**config.mk**
```make
export PLATFORM = sky130hd
export DESIGN_NAME = dcache_stall_ctrl
export DESIGN_NICKNAME = d
export VERILOG_FILES = /design/src/rtl/dcache_stall_ctrl.sv
export SDC_FILE = /design/constraint.sdc
export NUM_CORES = 1
export LEC_CHECK = 0
export CORE_AREA = 8 8 59 61
export DETAILED_ROUTE_END_ITERATION = 7
export DIE_AREA = 0 0 67 69
export PLACE_DENSITY = 0.78
export SLEW_MARGIN = 20
export SYNTH_ARGS = -nofsm -noshare
export SYNTH_HDL_FRONTEND = slang
export SYNTH_SLANG_ARGS = --single-unit
```
**constraint.sdc**
```tcl
create_clock -name clk_i -period 1.53 [get_ports clk_i]
set_input_delay 0.2295 -clock clk_i [delete_from_list [all_inputs] [get_ports clk_i]]
set_output_delay 0.2295 -clock clk_i [all_outputs]
set_load 0.02 [all_outputs]
```
**src/rtl/dcache_stall_ctrl.sv**
```systemverilog
`timescale 1ns/1ps
`default_nettype none
// ============================================================================
//  Module      : dcache_stall_ctrl
//  Description : Data-cache miss controller. Detects a MEM-stage miss, stalls
//                the pipeline, optionally writes back the dirty victim, then
//                refills the line and re-reads it before releasing the stall.
//                Optional feature macro: STALL_PERF_CNT_EN enables the
//                saturating miss / stall-cycle performance counters.
//  Revision    : 1.0 - initial release
// ============================================================================
module dcache_stall_ctrl #(
    parameter int CNT_W = 32
) (
    input  logic             clk_i,
    input  logic             rst_i,
    input  logic             access_i,
    input  logic             hit_i,
    input  logic             dirty_i,
    input  logic             mem_ack_i,
    output logic             mem_req_o,
    output logic             mem_we_o,
    output logic             cache_we_o,
    output logic             stall_o,
    output logic [CNT_W-1:0] miss_cnt_o,
    output logic [CNT_W-1:0] stall_cnt_o
);

    localparam logic [1:0] c_st_idle   = 2'd0;
    localparam logic [1:0] c_st_wb     = 2'd1;
    localparam logic [1:0] c_st_rf     = 2'd2;
    localparam logic [1:0] c_st_resume = 2'd3;

    logic [1:0] r_state;
    logic       w_miss;
    logic       w_miss_evt;

    // A miss is only meaningful while waiting for new MEM-stage accesses.
    assign w_miss     = access_i & ~hit_i;
    assign w_miss_evt = (r_state == c_st_idle) & w_miss;

    // Miss-handling state machine; waits indefinitely for each memory ack.
    always_ff @(posedge clk_i or posedge rst_i) begin
        if (rst_i) begin
            r_state <= c_st_idle;
        end else begin
            case (r_state)
                c_st_idle: begin
                    if (w_miss) begin
                        r_state <= dirty_i ? c_st_wb : c_st_rf;
                    end
                end
                c_st_wb: begin
                    if (mem_ack_i) begin
                        r_state <= c_st_rf;
                    end
                end
                c_st_rf: begin
                    if (mem_ack_i) begin
                        r_state <= c_st_resume;
                    end
                end
                c_st_resume: begin
                    r_state <= c_st_idle;
                end
                default: begin
                    r_state <= c_st_idle;
                end
            endcase
        end
    end

    // Output decode. The IDLE stall follows the miss combinationally so the
    // missing instruction never leaves MEM; everything is held low in reset.
    always_comb begin
        mem_req_o  = 1'b0;
        mem_we_o   = 1'b0;
        cache_we_o = 1'b0;
        stall_o    = 1'b0;
        if (!rst_i) begin
            case (r_state)
                c_st_idle: begin
                    stall_o = w_miss;
                end
                c_st_wb: begin
                    stall_o   = 1'b1;
                    mem_req_o = 1'b1;
                    mem_we_o  = 1'b1;
                end
                c_st_rf: begin
                    stall_o    = 1'b1;
                    mem_req_o  = 1'b1;
                    cache_we_o = mem_ack_i;
                end
                c_st_resume: begin
                    stall_o = 1'b1;
                end
                default: begin
                    stall_o = 1'b0;
                end
            endcase
        end
    end

`ifdef STALL_PERF_CNT_EN
    localparam logic [CNT_W-1:0] c_cnt_max = {CNT_W{1'b1}};
    localparam logic [CNT_W-1:0] c_cnt_one = {{(CNT_W-1){1'b0}}, 1'b1};

    logic [CNT_W-1:0] r_miss_cnt;
    logic [CNT_W-1:0] r_stall_cnt;

    // Saturating counters: misses detected and cycles spent stalled.
    always_ff @(posedge clk_i or posedge rst_i) begin
        if (rst_i) begin
            r_miss_cnt  <= '0;
            r_stall_cnt <= '0;
        end else begin
            if (w_miss_evt && (r_miss_cnt != c_cnt_max)) begin
                r_miss_cnt <= r_miss_cnt + c_cnt_one;
            end
            if (stall_o && (r_stall_cnt != c_cnt_max)) begin
                r_stall_cnt <= r_stall_cnt + c_cnt_one;
            end
        end
    end

    assign miss_cnt_o  = r_miss_cnt;
    assign stall_cnt_o = r_stall_cnt;
`else
    // Counters compiled out: ports remain, tied off.
    assign miss_cnt_o  = '0;
    assign stall_cnt_o = '0;

    logic w_unused;
    assign w_unused = w_miss_evt;
`endif

endmodule
`default_nettype wire

```
# ---- Yosys cells after proc, flatten, opt, wreduce, memory -nomap -nowiden
# Cells that the tools add are included.
dict set report totals {
  register_bits 2
  out_inout_bits 68
}
dict set report op_classes {
  n_reduce_logical 4
  bitwise 2
  n_mux 13
  n_eq_ne 6
}
# op count
set ops {}
lappend ops {{$mux W2} 4}
lappend ops {{$pmux W2 S4} 1}
lappend ops {{$mux W1} 7}
lappend ops {{$ne A2 B2 Y1 const B} 3}
lappend ops {{$eq A2 B2 Y1 const B} 2}
lappend ops {{$reduce_and A3 Y1} 1}
lappend ops {{$reduce_or A3 Y1} 1}
lappend ops {{$eq A2 B1 Y1 const B} 1}
lappend ops {{$logic_not A2 Y1} 1}
lappend ops {{$pmux W1 S2} 1}
lappend ops {{$reduce_or A2 Y1} 1}
lappend ops {{$and A1 B1 Y1} 1}
lappend ops {{$not A1 Y1} 1}

# ---- Depth between registers and ports, before layout
dict set report depth {
  ltp_word 4
  depth_mapped 5
}

# ---- Least setup slack after synthesis
# OpenSTA, ideal clock, no wires.
dict set report synth_path {
  kind {reg-to-output}
  startpoint {register r_state[0]}
  endpoint {output port mem_req_o}
  path_slack_ns 0.291
  stages_incl_launch_ff 4
  arrival_time_ns 1.010
  required_time_ns 1.300
  path_cell_list {dfrtp_1 > inv_1 > ha_1 > nor2b_1}
}
dict set report synth_via {
  elab_chain_len 4
  word_cells_on_any_way 5
}
# element line_no
set synth_lines {}
lappend synth_lines {{from (decl)} 34} ;# logic [1:0] r_state;
lappend synth_lines {{from (signal assigned)} 45} ;# r_state <= c_st_idle;
lappend synth_lines {{from (signal assigned)} 50} ;# r_state <= dirty_i ? c_st_wb : c_st_rf;
lappend synth_lines {{from (signal assigned)} 55} ;# r_state <= c_st_rf;
lappend synth_lines {{$eq A2 B2 Y1 / $eq A2 B1 Y1 (equally long branches)} 81} ;# case (r_state)
lappend synth_lines {{$reduce_or A2 Y1 (no line) *} --}
lappend synth_lines {{$mux W1 *} 81}
lappend synth_lines {{$mux W1 *} 80} ;# if (!rst_i) begin
lappend synth_lines {{to (decl)} 21} ;# output logic mem_req_o,
# Mark *: on every way between the ends. The rest lies on a longest branch, timed or not.

# ---- Worst setup path in the final report
# Same ends and word-level chain as after synthesis.

==> out/metrics.cfg <==
[setup_path]
end_kind=output port
worst-path-max-fanout=3
cp-start-kind=flop
timing.rr.end=r_state[0]
arrival_ns=1.22
ff2ff_setup_slack_ns=0.17
crit_required_ns=1.30
rr_worst_depth=6
worstSetupPathType=reg2out
worstReg2RegStart=r_state[0]
startpoint=r_state[0]
endpoint=mem_req_o

[timing]
hold_violations=0
fin_crit_sh=0.948
setup_viol_count_final=0
finalSetupTns_ns=0
slew_viol_final=0
timing.final.crit_period_ns=1.45
rsz0062_at_grt=no
skew_ns=0.00566
fmax_mhz=690

[power_and_ir_drop]
swShare=0.501
clockPowerShare=0.145
p_seq_frac=0.123
power_frac_comb=0.732
p_switching_uw=409
ir_drop_v=0.000481
p_per_area_mw_per_mm2=1310
p_leak_nw=0.405
p_int_uw=408

[layout]
fillers=311
regMostFlops=r_state
num_antenna_cells=0
reg_top3=r_state x2
syn_to_final_growth_pct=-9.58
largest_reg_flops=2
final_cells=134
layout-drive-gt1-share=0.175
layout.nets=115

[place]
numPortBuffers=9
place_hpwl_mm=1.21
place_inst=131
globalplace.congestion=0.731

[global_routing]
overflow=0
grt_max_degree=5
antenna_found_initial=0
grt_pass1_wl_mm=1.68
first_global_vias=402
grt_usage=0.0485

[logic_synthesis]
synth_top_area_frac=0.694
synth_area_leaders=buf_4, dfrtp_1, ha_1
synthFlopType=dfrtp_1
ys_ff_latch=2
yosysMostFrequentCell=buf_4
yosysWarnings=0
synthTopCellsByCount=buf_4, ha_1, inv_1, mux2i_1
syn_inst=86
synth_top_cell_by_area=buf_4
synth.cell_area_um2=692
synth.distinct_cells=14
async_flop_share=1.00
synth-edff-count=0
seq_area_frac_synth=0.0723
syn_area_per_cell_um2=8.05

[drt]
drc=0
drt_wl_total_mm=1.26
drtIter0Drc=5
post_drt_wl_per_cell_um=9.43
num_vias=366
first_pass_iters=4
routed_via_density=2.73
ant_nets=0

[floorplan]
die-area_mm2=0.00462
coreArea_mm2=0.00262
io_pins=74
row_count=19
initial_utilization=0.265
die_h_um=69
die_width_um=67

[hold_path]
hold_class=in2async

[cts]
clockRootBuffer=clkbuf_4
holdBufCountCts=0
insertion_delay_ns=0.23
clkTransAtPathRegs_ns=0.03
cts_buffers=3
cts_sinks=2
cts_buffer_depth=2
cts_tree=done
cts.htree.levels=1

[status]
status=complete, no violations

[run]
maxCapViolCount=0

==> layout make-up <==
| type | instances | area, um2 | share of cell area |
|---|---|---|---|
| multi-input combinational | 80 | 387 | 0.618 |
| timing repair buffer | 15 | 116 | 0.186 |
| sequential | 2 | 50.0 | 0.0800 |
| tap | 31 | 38.8 | 0.0620 |
| clock buffer | 3 | 22.5 | 0.0360 |
| inverter | 3 | 11.3 | 0.0180 |
==> power by group through the flow <==
stage / logic (mW) / registers (mW) / clock network, mW
floorplan: 0.535 / 0.0943 / 0
global placement: 0.610 / 0.0960 / 0
detailed placement: 0.617 / 0.0975 / 0
CTS: 0.594 / 0.0968 / 0.127
global route: 0.662 / 0.104 / 0.132
finish: 0.599 / 0.101 / 0.118
==> worst min path at each step <==
stage	end	slack, ns
4_1_cts	r_state[1]	0.15
3_3_place_gp	r_state[0]	0.62
2_1_floorplan	r_state[0]	-0.02
5_1_grt	r_state[1]	0.20
3_5_place_dp	r_state[1]	0.63
6_report	r_state[1]	0.16
==> cell usage in the layout, fill, tap and decap left out <==
master,count
a21oi_1,1
a2bb2oi_2,1
and3_2,1
buf_2,3
buf_4,7
clkbuf_4,3
clkdlybuf4s50_1,4
conb_1,64
dfrtp_1,2
dlygate4sd2_1,1
ha_1,4
inv_1,1
inv_2,2
mux2i_1,3
nand2_1,1
nand2b_4,1
nor2_1,1
nor2b_1,2
o21ai_0,1
==> critical path: stages (launching register included) <==
cell	delay, ns
dfrtp_1	0.35
inv_2	0.05
ha_1	0.30
nor2b_1	0.14
buf_4	0.16
==> per-stage QoR <==
| step | worst slack (ns) | utilization | total power, mW | instance area, um2 | hold WS [ns] |
|---|---|---|---|---|---|
| 2_1_floorplan | 0.291 | - | 0.630 | 928 | -0.0238 |
| 3_3_place_gp | -0.306 | 0.238 | 0.706 | 622 | 0.621 |
| 3_5_place_dp | -0.312 | 0.238 | 0.715 | 622 | 0.628 |
| 4_1_cts | 0.0105 | 0.241 | 0.818 | 629 | 0.154 |
| 5_1_grt | 0.0138 | 0.239 | 0.899 | 626 | 0.196 |
| 6_report | 0.0797 | 0.239 | 0.818 | 626 | 0.162 |
==> layer usage <==
layer	wire, um	part of all wire	vias up	track usage
met2	555	0.44	41	0.0723
met5	0	0	-	0
met4	0	0	0	0.0349
li1	-	-	171	-
met1	364	0.29	154	0.0386
met3	343	0.27	0	0.0452
==> what timing repair did <==
item	in CTS	in global routing
resized for setup	16	5
gates cloned	0	0
buffers inserted	0	0
endpoints found under the setup margin	4	2
==> cells by family (layout without fill, tap and decap cells) <==
group	after synthesis	in the layout	share of synthesized area
flip-flops	2	2	0.0723
other	1	64	0.00542
AND/OR/NAND/NOR	6	6	0.0597
buffers and inverters	67	21	0.711
AO/OA/AOI/OAI	3	3	0.0361
adder cells (fa/ha/maj)	4	4	0.0723
multiplexers	3	3	0.0434
(Power assumes the default switching activity.)
